===== src/rtl/if_stage.sv =====
// if_stage: instruction fetch stage with a one-entry hold buffer and flush/redirect handling.
module if_stage #(
  parameter logic [31:0] RESET_PC = 32'h0000_0000,
  parameter logic [31:0] NOP_INST = 32'h0000_0013
) (
  input  logic        clk,
  input  logic        rst,
  input  logic        if_we,
  input  logic        flush,
  input  logic [1:0]  m4_1_cnt,
  input  logic [31:0] target_b,
  input  logic [31:0] target_jr,
  output logic        imem_req,
  output logic [31:0] imem_addr,
  input  logic        imem_ack,
  input  logic [31:0] imem_rdata,
  output logic [31:0] id_inst,
  output logic [31:0] id_pc,
  output logic [31:0] id_pc4,
  output logic        id_valid
);
  typedef enum logic [1:0] {FETCH, HOLD, DRAIN} state_t;
  state_t      r_state;
  logic [31:0] r_pc, r_addr, r_buf_inst, r_buf_pc, r_id_inst, r_id_pc, r_id_pc4;
  logic        r_id_valid;
  logic [31:0] w_tgt, w_pc4;
  always_comb begin
    w_tgt = (m4_1_cnt == 2'b10) ? target_jr : target_b;
    w_pc4 = r_pc + 32'd4;
  end
  // r_addr keeps the abandoned address on the bus while a flushed request drains
  assign imem_req  = r_state != HOLD;
  assign imem_addr = (r_state == DRAIN) ? r_addr : r_pc;
  assign id_inst   = r_id_inst;
  assign id_pc     = r_id_pc;
  assign id_pc4    = r_id_pc4;
  assign id_valid  = r_id_valid;
  always_ff @(posedge clk) begin
    if (rst) begin
      r_state    <= FETCH;
      r_pc       <= RESET_PC;
      r_addr     <= RESET_PC;
      r_buf_inst <= NOP_INST;
      r_buf_pc   <= '0;
      r_id_inst  <= NOP_INST;
      r_id_pc    <= '0;
      r_id_pc4   <= '0;
      r_id_valid <= 1'b0;
    end else if (flush) begin
      r_pc       <= w_tgt;
      r_id_inst  <= NOP_INST;
      r_id_valid <= 1'b0;
      r_state    <= (r_state == HOLD || imem_ack) ? FETCH : DRAIN;
      if (r_state == FETCH) r_addr <= r_pc;
    end else begin
      case (r_state)
        FETCH: begin
          if (imem_ack) begin
            r_pc <= w_pc4;
            if (if_we) begin
              r_id_inst  <= imem_rdata;
              r_id_pc    <= r_pc;
              r_id_pc4   <= w_pc4;
              r_id_valid <= 1'b1;
            end else begin
              r_buf_inst <= imem_rdata;
              r_buf_pc   <= r_pc;
              r_state    <= HOLD;
            end
          end else if (if_we) begin
            r_id_inst  <= NOP_INST;
            r_id_valid <= 1'b0;
          end
        end
        HOLD: begin
          if (if_we) begin
            r_id_inst  <= r_buf_inst;
            r_id_pc    <= r_buf_pc;
            r_id_pc4   <= r_buf_pc + 32'd4;
            r_id_valid <= 1'b1;
            r_state    <= FETCH;
          end
        end
        DRAIN: begin
          r_id_inst  <= NOP_INST;
          r_id_valid <= 1'b0;
          if (imem_ack) r_state <= FETCH;
        end
        default: r_state <= FETCH;
      endcase
    end
  end
endmodule

===== config.mk =====
export PLATFORM = sky130hd
export DESIGN_NAME = if_stage
export DESIGN_NICKNAME = d
export VERILOG_FILES = /design/src/rtl/if_stage.sv
export SDC_FILE = /design/constraint.sdc
export NUM_CORES = 1
export LEC_CHECK = 0
export CAP_MARGIN = 25
export CORE_UTILIZATION = 47
export DETAILED_ROUTE_END_ITERATION = 7
export GPL_TIMING_DRIVEN = 0
export HOLD_SLACK_MARGIN = 0.15
export PLACE_DENSITY_LB_ADDON = 0.05
export RECOVER_POWER = 100
export SKIP_CTS_REPAIR_TIMING = 1
export SKIP_LAST_GASP = 1
export SYNTH_ARGS = -nofsm -noshare
export SYNTH_HDL_FRONTEND = slang
export SYNTH_SLANG_ARGS = --single-unit

===== constraint.sdc =====
create_clock -name clk -period 2.08 [get_ports clk]
set_input_delay 0.416 -clock clk [delete_from_list [all_inputs] [get_ports clk]]
set_output_delay 0.416 -clock clk [all_outputs]
set_load 0.02 [all_outputs]

==> impl_metrics.ini <==
[floorplanning]
fp.dieW_um = 156
fp-row-count = 55
core_sq_um = 22900
die_area_sq_um = 24200
start_util_pct = 48.4
ios = 233
die_y_um = 156

[timing]
fmax_ghz = 0.424
skew_ns = 0.0225
setup_tns_ns = -12.96
relSlewSlack_pct = 41.5
final-setup-viol-count = 108
grt_setup_unrepaired = true
drv_slew = 0
hold_viol = 0
period_minus_slack_ns = 2.36
timing.final.ws_setup_ns = -0.280
tightest_slew_ns = 0.878
period_share_pct = 113

[worst_setup_path]
regToRegSetupSlack_ns = -0.15
cp-startpoint = r_state[0]
crit_path_top_delay_cell = dfxtp_4
cp_cell_sequence = inv_4, ha_4, buf_8, mux2_2, dlymetal6s2s_1
slowest_delay_ns = 0.36
critPathKind = reg2out
crit_path_end_kind = primary output
r2r_cells = 10
rr_startpoint = r_state[0]
critPathBufInv = 3
crit_cells = 5
cp.required_ns = 1.66
worstSetupEndpoint = imem_addr[16]
critPathTopFamily = buffers and inverters
rr_endpoint = r_buf_pc[14]
crit_arrival_ns = 1.94
crit_fanout = 10
cp-start-kind = flip-flop

[logic_synthesis]
synth_area_leader_cell = dfxtp_1
netlist_area_sq_um = 11100
ys_seq_elements = 225
synthFlopType = dfxtp_1
synthTopCellsByArea = dfxtp_1 (41%), nand2_1 (11%), a21oi_1 (5.6%)
synth_top_area_share_pct = 40.6
yosysUniqueCellTypes = 60
yosysMostFrequentCell = nand2_1
synth-seq-area-share_pct = 40.6
synth_enable_flop_cells = 0
synthTopCellsByCount = nand2_1 (312), dfxtp_1 (225), a21oi_1 (125)
avgSynthCellArea_sq_um = 7.93
syn_inst = 1399
yosys_warnings = 0
async_flop_share_pct = 0
synth_nets = 1507

[clock_network]
root_buffer = clkbuf_16
clkTransAtPathRegs_ns = 0.06
h-tree-depth = 1
cts_buffers = 25
clock_latency_ns = 0.54
tritoncts = yes
clock_sinks = 225
clock_path_buffers = 3

[power]
pwr-share-seq_pct = 41.7
swShare_pct = 28.1
p_int_mw = 8.04
power_switching_mw = 3.14
p_clk_share_pct = 39.8
leakagePower_nw = 5.84
p_total_mw = 11.2
irDropWorstVdd_uv = 419
power_frac_comb_pct = 18.5
powerDensity_nw_per_um2 = 702

[cells_and_area]
num_antenna_cells = 0
syn2layout_area_growth_pct = 43.7
fin_cells = 2038
final_nets = 1816
final_area_sq_um = 15900
drive_gt1_share_pct = 20.0

[global_routing]
grt_pass1_wl_um = 58000
grt_pass1_vias = 10400
grt_max_degree = 14
grt_usage_pct = 30.8
antenna_found_initial = 0
overflow = 0

[status]
status = complete, but fails checks
violations = setup timing

[placed_design]
dpl_cell_area_sq_um = 13800
pre_cts_ws_ns = -1.12
portBuffers = 229
dp_hpwl_um = 28600
gp_congestion = 0.936
dp_cells = 1941

[detailed_routing]
drc = 0
vias_per_cell = 5.83
wl_um = 40200
drt_pass1_iterations = 7
drtAntennaViolNets = 0
wl_per_cell_um = 19.7
via_count = 11900
drt_iter0_markers = 1005

[min_path]
hp-class = in2reg

[job]
cap_violations = 0
-- routing by layer --
metal | up-vias | global-route usage (%) | share of wire, %
li1 | 5579 | - | -
met1 | 5621 | 45.7 | 45
met2 | 596 | 45.7 | 44
met3 | 85 | 4.33 | 8.1
met4 | 0 | 10.1 | 2.8
met5 | - | 0 | 0
-- worst min-delay path by stage --
stage | slack [ns] | to | cells past startpoint | from
final | 0.43 | r_state[0] | 3 | imem_ack
after global routing | 0.43 | r_state[0] | 3 | imem_ack
after CTS | 0.33 | r_state[0] | 3 | imem_ack
after detailed placement | 0.45 | r_addr[30] | 2 | r_addr[30]
after global placement | 0.44 | r_addr[31] | 2 | r_addr[31]
after floorplan | 0.43 | r_addr[0] | 2 | r_addr[0]
-- cell usage in the layout, fill, tap and decap left out, types with 12 or more instances in the layout --
master and n:
a221oi_1 32, a21oi_1 122, xor2_1 21, nor2_1 88, clkbuf_1 52, xnor2_1 34
clkbuf_16 29, nor3_1 46, mux2_4 16, buf_4 69, buf_6 31, o21ai_0 18
nand3_1 30, a31o_2 17, mux2i_1 39, nand4_1 21, a211oi_1 33, dfxtp_1 198
clkdlybuf4s50_1 195, nand2_1 303, mux2_2 12, dfxtp_2 19, clkbuf_2 30
-- area by class of cell --
type                            instances  area, sq um
Clock buffer                           37          751
Clock inverter                          7         66.3
Multi-Input combinational cell       1028         6480
Buffer                                121          718
Sequential cell                       225         4560
Fill cell                            1891         6980
Tap cell                              313          392
Inverter                               11         53.8
Timing Repair Buffer                  296         2920
-- power by group through the flow --
stage	Clock, mW	Sequential [mW]	Combinational, mW
after detailed placement	0	4.72	1.83
after global placement	0	4.71	1.81
after CTS	4.46	4.62	1.84
after global routing	4.64	4.68	2.20
final	4.45	4.66	2.07
after floorplan	0	4.78	0.942
-- worst register-to-register path: cells and delay by family (launching register included) --
kind,cells,cell delay (ns)
AO/OA/AOI/OAI,1,0.13
adder cells (fa/ha/maj),1,0.20
buffers and inverters,5,0.92
flip-flops,1,0.36
AND/OR/NAND/NOR,3,0.52
-- metrics by stage --
| stage | hold slack [ns] | utilization, % |
|---|---|---|
| finish | 0.425 | 69.5 |
| global route | 0.431 | 69.5 |
| CTS | 0.333 | 63.9 |
| detailed placement | 0.445 | 60.3 |
| global placement | 0.438 | 60.3 |
| floorplan | 0.433 | - |
-- sequential cells by signal, indices dropped and copies added (netlist names) --
register    flops
r_buf_inst     32
id_pc4         30
id_valid        1
r_buf_pc       32
r_addr         32
id_pc          32
r_state         2
r_pc           32
id_inst        32
-- logic make-up (layout without fill, tap and decap cells) --
family / after synthesis / after routing / synth area share (%)
and+or+nand+nor: 596 / 596 / 24.5
AOI/OAI and AO/OA: 303 / 303 / 18.1
DFF: 225 / 225 / 40.6
buffers and inverters: 146 / 472 / 5.36
muxes: 69 / 69 / 6.54
xor gates and xnor gates: 55 / 55 / 4.34
adders and majority gates: 5 / 5 / 0.564
No activity file was read; power rests on OpenSTA's default activity.
